File: src/rtl/seq_shift_add_multiplier.sv
// ---------------------------------------------------------------------------
// seq_shift_add_multiplier
//
// Sequential unsigned multiplier using the shift-and-add method. Each RUN
// cycle conditionally adds the multiplicand into the upper half of a
// 2*WIDTH accumulator with a WIDTH-bit ripple-carry adder, then shifts the
// accumulator (with the adder carry on top) right by one bit. After WIDTH
// iterations the low 2*WIDTH bits hold the exact product.
//
// Ports:
//   clk      in   1         rising-edge clock
//   clear    in   1         asynchronous active-high reset of every register
//   start    in   1         begin a multiply (accepted in IDLE or DONE only)
//   a        in   WIDTH     multiplicand, captured on the accepting edge
//   b        in   WIDTH     multiplier, captured on the accepting edge
//   product  out  2*WIDTH   result of the last completed multiply
//   busy     out  1         high while iterating (RUN)
//   done     out  1         one-cycle pulse when product has just updated
//
// Latency: WIDTH+1 edges from the accepting edge to done high. With start
// held, a new operation is accepted in DONE, giving one result every
// WIDTH+1 cycles.
// ---------------------------------------------------------------------------
module seq_shift_add_multiplier #(
    parameter int WIDTH = 4,
    localparam int CNT_W = $clog2(WIDTH + 1)
) (
    input  logic                 clk,
    input  logic                 clear,
    input  logic                 start,
    input  logic [WIDTH-1:0]     a,
    input  logic [WIDTH-1:0]     b,
    output logic [2*WIDTH-1:0]   product,
    output logic                 busy,
    output logic                 done
);

    typedef enum logic [1:0] {
        IDLE = 2'd0,
        RUN  = 2'd1,
        DONE = 2'd2
    } state_t;

    state_t             state;
    state_t             state_nxt;

    logic [WIDTH-1:0]   mcand;
    // Extra MSB reserves room for the adder carry before the shift.
    logic [2*WIDTH:0]   acc;
    logic [CNT_W-1:0]   cnt;

    logic [WIDTH-1:0]   addend;
    logic [WIDTH-1:0]   sum;
    logic [WIDTH:0]     carry;
    logic [2*WIDTH:0]   acc_shifted;
    logic               accept;
    logic               last_iter;

    // After every shift the top bit is zero, so it is never consumed.
    logic               acc_msb_unused;
    assign acc_msb_unused = acc[2*WIDTH];

    // Ripple-carry adder: upper accumulator half plus the multiplicand when
    // the current multiplier bit (acc[0]) is set, otherwise plus zero.
    always_comb begin
        addend = acc[0] ? mcand : '0;
        carry  = '0;
        sum    = '0;
        for (int i = 0; i < WIDTH; i++) begin
            sum[i]     = acc[WIDTH+i] ^ addend[i] ^ carry[i];
            carry[i+1] = (acc[WIDTH+i] & addend[i])
                       | (carry[i] & (acc[WIDTH+i] ^ addend[i]));
        end
    end

    // Logical right shift of {carry, sum, lower half}; the consumed
    // multiplier bit acc[0] drops off the bottom.
    assign acc_shifted = {1'b0, carry[WIDTH], sum, acc[WIDTH-1:1]};
    assign last_iter   = (cnt == CNT_W'(WIDTH - 1));
    assign accept      = start && (state != RUN);

    // State register
    always_ff @(posedge clk or posedge clear) begin
        if (clear) begin
            state <= IDLE;
        end else begin
            state <= state_nxt;
        end
    end

    // Next state and decoded outputs
    always_comb begin
        state_nxt = state;
        busy      = 1'b0;
        done      = 1'b0;
        case (state)
            IDLE: begin
                if (start) state_nxt = RUN;
            end
            RUN: begin
                busy = 1'b1;
                if (last_iter) state_nxt = DONE;
            end
            DONE: begin
                done      = 1'b1;
                state_nxt = start ? RUN : IDLE;
            end
            default: begin
                state_nxt = IDLE;
            end
        endcase
    end

    // Datapath registers
    always_ff @(posedge clk or posedge clear) begin
        if (clear) begin
            mcand   <= '0;
            acc     <= '0;
            cnt     <= '0;
            product <= '0;
        end else if (accept) begin
            mcand <= a;
            acc   <= {{(WIDTH+1){1'b0}}, b};
            cnt   <= '0;
        end else if (state == RUN) begin
            acc <= acc_shifted;
            cnt <= cnt + 1'b1;
            // Only the final iteration publishes, so product never shows
            // a partial sum.
            if (last_iter) begin
                product <= acc_shifted[2*WIDTH-1:0];
            end
        end
    end

endmodule

File: config.mk
export PLATFORM = sky130hd
export DESIGN_NAME = seq_shift_add_multiplier
export DESIGN_NICKNAME = d
export VERILOG_FILES = /design/src/rtl/seq_shift_add_multiplier.sv
export SDC_FILE = /design/constraint.sdc
export NUM_CORES = 1
export LEC_CHECK = 0
export ABC_AREA = 1
export CORE_MARGIN = 2
export CORE_UTILIZATION = 40
export DETAILED_ROUTE_END_ITERATION = 16
export GPL_ROUTABILITY_DRIVEN = 0
export PLACE_DENSITY = 0.65
export SLEW_MARGIN = 20
export SYNTH_ARGS = -nofsm -noshare
export SYNTH_HDL_FRONTEND = slang
export SYNTH_SLANG_ARGS = --single-unit
File: constraint.sdc
create_clock -name clk -period 2.4 [get_ports clk]
set_input_delay 0.36 -clock clk [delete_from_list [all_inputs] [get_ports clk]]
set_output_delay 0.36 -clock clk [all_outputs]
set_load 0.005 [all_outputs]
==> impl_results.md <==
* Status: completed
* Final instance area at approximately 1400 sq um
* Drt first pass iters at 4
* P&R area growth vs syn at 21.54%
* Final ANT Viol Nets at 0
* Routed vias at a little under 900
* Starting Density at 41.92%
* Worst slew margin at between 70 and 80%
* Power per cell area at 1047 nW/um^2
* Fin. max-slew vios at 0
* Setup bufs post-CTS at 0
* Post-Layout Cell Count at 181
* DR vias/cell at around 4.9
* Antenna violations before repair at 0
* CTS Buffer Depth at 2
* Max Clock Skew at 2.568 ps
* Critical Path Fanout Max at 5
* CP endpoint kind: flop
* Residual DRC at 0
* Placed Area at approximately 1400 sq um
* Layout cells sized above 1 at between 7 and 8%
* # hold bufs at CTS at 0
* Die W at approximately 58 um
* First-pass GRT wire length at 3.719 mm
* Die ar. at around 3300 sq um
* Worst slew pin tran at 440.7 ps
* Final TNS setup at 0 ps
* # fillers at roughly 280
* Data required time of the worst path at about 2600 ps
* Yosys reg bits at 25
* Antenna cells at 0
* Synth top area share at between 50% and 60%
* Gate Count Post-Synth at approximately 130
* # port buffers at 20
* Placed cells at 177
* Final #Nets at ~170
* Overflow after GRT at 0
* Final WS setup at 389.8 ps
* Unrepaired setup endpoints after global routing: false
* Synthesized area per cell at 8.962 sq um
* Pre-CTS WS at between 400 and 500 ps
* Synthesized cell area at 1156 sq um
* H-tree levels at 1
* Leak at ~0.00071 uW
* Synth warn at 0
* Final setup vio count at 0
* Highest Clock Rate at 497.5 MHz
* Critical path startpoint category: flop
* Sinks on Clock Net at 25
* Global Route Usage Sum at between 10% and 20%
* WP data arrival at ~2200 ps
* Vias in the first global route at 840
* Max Cap Viol at 0
* HPWL Detailed at about 1.5 mm
* Worst-path clk slew at 140 ps
* I/O pin count at 21
* Main area contributors after synthesis: dfrtp_1 (54%), nand2_1 (16%), nand3_1 (9.1%), fa_1 (5.2%), inv_1 (3.9%)
* Die Y at about 58 um
* Tmin final at ~2000 ps
* Synth cell types at 14
* Crit path kind: reg -> reg
* Period utilisation layout at around 84%
* Syn_nets at ~150
* Core area at between 2000 and 3000 sq um
* VDD IR max at just under 0.0008 V
* Num rows at 19
* Routed WL at 2.043 mm
* Root Buffer: clkbuf_4
* Final Hold Fails at 0
* Clk_lat worst skew at approximately 310 ps
* Largest net degree at the start of global routing at 26
* Iter 0 DRT Violations at 25
* Routed WL per cell at around 11 um
* CTS tree: yes
* Post-CTS Resized at 0
* Cts bufs inserted at 3
* Hold Crit Class: in -> async
* Sequential element share of the synthesized area at between 50% and 60%
* Synth area leader: dfrtp_1
-- where the power goes --
group          internal [uW]  total (uW)  leakage [uW]  switching (uW)
sequential               578         682      0.000323             104
combinational            266         600      0.000372             334
clock                   62.2         189     0.0000177             127
total                    907        1470      0.000713             565
-- final cells by class --
class / count / area [sq um] / share of cell area, %
Sequential cell: 25 / 625.6 / 44.52
Multi-Input combinational cell: 86 / 452.9 / 32.24
Timing Repair Buffer: 21 / 207.7 / 14.78
Inverter: 14 / 52.55 / 3.740
Tap cell: 31 / 38.79 / 2.760
Clock buffer: 3 / 22.52 / 1.603
Clock inverter: 1 / 5.005 / 0.3562
-- final timing paths --
| check | from | end | slack (ps) | depth (start not counted) |
|---|---|---|---|---|
| worst max-delay path | acc[0] | acc[6] | 390 | 10 |
| worst min-delay path | clear | product[6] | 390 | 3 |
| worst max register to register | acc[0] | acc[6] | 390 | 10 |
| worst min register to register | product[7] | product[7] | 490 | 2 |
| max in group asynchronous | clear | mcand[0] | 1770 | 3 |
| min in group clk | product[7] | product[7] | 490 | 2 |
-- placed cells by master, fill, tap and decap left out, types with 2 or more instances in the layout --
cell	instances
ha_1	3
nor2_4	2
nand2_2	2
dfrtp_1	25
o21ai_1	5
fa_1	3
nand3_1	21
inv_1	12
nand2_1	48
clkbuf_4	3
clkdlybuf4s50_1	20
inv_2	2
-- flip-flops by register name, summed over array words and instances (netlist names) --
name	flops
acc	8
cnt	3
mcand	4
product	8
state	2
-- per-stage QoR --
step | total power, uW | hold WS (ps) | utilization (%)
after floorplan | 1094 | 387.3 | -
after global placement | 1280 | 453.3 | 49.95
after detailed placement | 1299 | 458.6 | 49.95
after CTS | 1486 | 381.4 | 50.95
after global routing | 1610 | 406.7 | 50.95
final | 1471 | 386.4 | 50.95
-- cell usage after synthesis (all sizes together) --
| cell | number |
|---|---|
| nand2 | 50 |
| inv | 14 |
| nor2 | 3 |
| ha | 3 |
| o22ai | 1 |
| nand3 | 21 |
| o21ai | 5 |
| buf | 4 |
| dfrtp | 25 |
| fa | 3 |
-- critical path: stages (launching register included) --
cell and delay, ps:
dfrtp_1 420, nand2_1 70, inv_1 60, ha_1 150, fa_1 160, inv_1 50, fa_1 370, fa_1 490
inv_1 50, nand2_1 50, o21ai_1 50
-- cells by family after synthesis --
logic type      share of synthesized area [%]
simple gates                            28.03
buf+inv                                 6.710
compound gates                          2.706
flops                                   54.11
fa+ha+maj                               8.442
-- routing by layer --
metal  vias up  global-route usage [%]  wire [um]
met1       433                   19.65       1005
met2        14                   23.05        954
met3         2                   2.679         69
met4         0                   3.987         13
li1        445                       -          -
met5         -                       0          0
Power figures use the tool's default switching activity.
==> variant, RTL diff (config.mk and constraints unchanged) <==
Register the output `product` once more; this adds one clock of latency there. The other outputs are not delayed to match. Comments in the files are not updated.
--- a/src/rtl/seq_shift_add_multiplier.sv
+++ b/src/rtl/seq_shift_add_multiplier.sv
@@ -42,2 +42,4 @@
     } state_t;
+
+    logic [2*WIDTH-1:0] product_s0;
 
@@ -119,3 +121,3 @@
             cnt     <= '0;
-            product <= '0;
+            product_s0 <= '0;
         end else if (accept) begin
@@ -130,3 +132,3 @@
             if (last_iter) begin
-                product <= acc_shifted[2*WIDTH-1:0];
+                product_s0 <= acc_shifted[2*WIDTH-1:0];
             end
@@ -135,2 +137,6 @@
 
+    always_ff @(posedge clk) begin
+        product <= product_s0;
+    end
+
 endmodule
Behaviour: not the same (a bounded check fails within 10 cycles, from zero or initial values).
==> variant against the unedited design <==
Total power increased by 24%; wire length up 8.2%; via count up 4.9%; cell area is 16% higher; count of clock-buffer cells in the layout grew 4; fmax is 0.54% higher; setup slack improved by 11 ps; synthesized cell count up 6.2%; synthesized area rose by 14%; sequential cell count rose by 8; clock power rose by 87%; largest power group unchanged.
==> variant: results (changes against the unedited design) <==
stage,metric,value,unit,change
outcome,outcome,completed,,
finish,ratio of cells with drive above 1 in the final layout,9.26,%,+1.9 points
timing,skew final,13.1,ps,+10.6 ps
critical_path,Critical Path Slowest Stage Cell,dfrtp_1,,
critical_path,max incr delay on CP,420,ps,-70 ps
routing,First DRT Iteration DRCs,20,,-20%
clocking,Worst-Skew Late Latency,330,ps,+20 ps
global_route,total track usage,14.7,%,+0.46 points
finish,# fillers,313,,+13%
pwr,Static Leak,0.802,nW,+13%
finish,final-stage net count,178,,+6.0%
clocking,CTS buffer count,5,,+2
clocking,CTS Buffer Depth,2,,unchanged
clocking,post_cts resized,0,,unchanged
clocking,postcts setup bufs,0,,unchanged
critical_path,Setup crit start kind,register,,
placement,IO Port Bufs,20,,unchanged
critical_path,R2R cell count,10,,unchanged
finish,# diodes,0,,unchanged
global_route,vias in the first global route,881,,+4.9%
synth,"area leader, netlist",dfrtp_1,,
synth,most instantiated cells after synthesis,"48 x nand2_1, 25 x dfrtp_1, 21 x nand3_1",,
placement,dpl cells,198,,+12%
routing,wire length per cell,10.7,um,-4.9%
synth,post-synthesis sequential area ratio,59.7,%,+5.6 points
placement,pre-CTS WS,413,ps,+11.2 ps
clocking,H-tree depth,2,,+1
global_route,pin count of the biggest net entering global routing,26,,unchanged
synth,synth top area cells,"dfrtp_1 48%, nand2_1 14%, dfxtp_1 12%, nand3_1 8.0%, fa_1 4.6%",,
global_route,first-pass GRT wire length,3.91,mm,+5.2%
global_route,initial antenna violation count,0,,unchanged
synth,Synth Warn #,0,,unchanged
timing,Max-slew headroom,70.7,%,+0.14 points
routing,DR vias,938,,+4.9%
synth,"FFs w/ async S/R, synth",75.8,%,-24 points
critical_path,maximum fanout along the worst path,5,,unchanged
placement,hpwl dp,1.52,mm,+2.6%
synth,Mapped Avg Cell Area,9.61,um2,+7.2%
routing,Total Wirelength,2.21,mm,+8.2%
synth,Syn Nets,154,,+5.5%
clocking,clock-pin slew on the worst setup and hold paths,100,ps,-40 ps
synth,number of distinct library cells after synthesis,15,,+1
pwr,VDD IR-drop max,0.000394,V,-49%
critical_path,CP arrival,2260,ps,+30 ps
finish,Top Registers,"acc x8, product x8, product_s0 x8",,
critical_path,Top delay family on crit path,adder cells,,
routing,Pre-Repair DR Iteration Count,4,,unchanged
==> variant: cell types whose count changed after synthesis, sizes merged <==
cell and delta:
dfxtp +8
==> variant: routing by layer <==
metal  GRT usage (%)  routed length, um  vias to the layer above
met1            18.3               1010                      421
met2            22.9               1000                       32
li1                -                  -                      478
met3            6.30                148                        7
met4            5.47                 48                        0
met5               0                  0                        -
==> variant: cell families after synthesis <==
logic type / after synthesis / synth area share, %
flip-flops: 33 / 59.7
AO/OA/AOI/OAI: 6 / 2.38
AND/OR/NAND/NOR: 74 / 24.6
adder cells (fa/ha/maj): 6 / 7.41
buffers and inverters: 18 / 5.89
==> variant: layout make-up <==
type | instances | share of cell area [%]
Clock buffer | 7 | 4.01
Sequential cell | 33 | 48.4
Clock inverter | 1 | 0.308
Timing Repair Buffer | 21 | 12.8
Tap cell | 44 | 3.39
Inverter | 14 | 3.24
Multi-Input combinational cell | 86 | 27.9
==> variant: worst min-delay path, stage by stage <==
cell	delay (ps)
clkdlybuf4s50_1	390
inv_1	50
buf_4	300
==> variant: final timing paths <==
| check | slack, ps | to | from |
|---|---|---|---|
| worst max-delay path | 400 | acc[6] | acc[0] |
| worst min-delay path | 370 | state[0] | clear |
| worst max register to register | 400 | acc[6] | acc[0] |
| worst min register to register | 380 | product[7] | product_s0[7] |
| max in group asynchronous | 1770 | cnt[2] | clear |
| min in group clk | 380 | product[7] | product_s0[7] |
==> variant: power breakdown <==
part           switching (mW)  internal, mW
clock network           0.183         0.170
registers               0.116         0.756
logic                   0.337         0.268
total                   0.635          1.19
==> variant: stage by stage <==
step                      utilization, %  instance area [um2]
after floorplan                        -                 1320
after global placement              50.1                 1550
after detailed placement            50.1                 1550
after CTS                           52.3                 1620
after global routing                52.3                 1620
final                               52.3                 1620
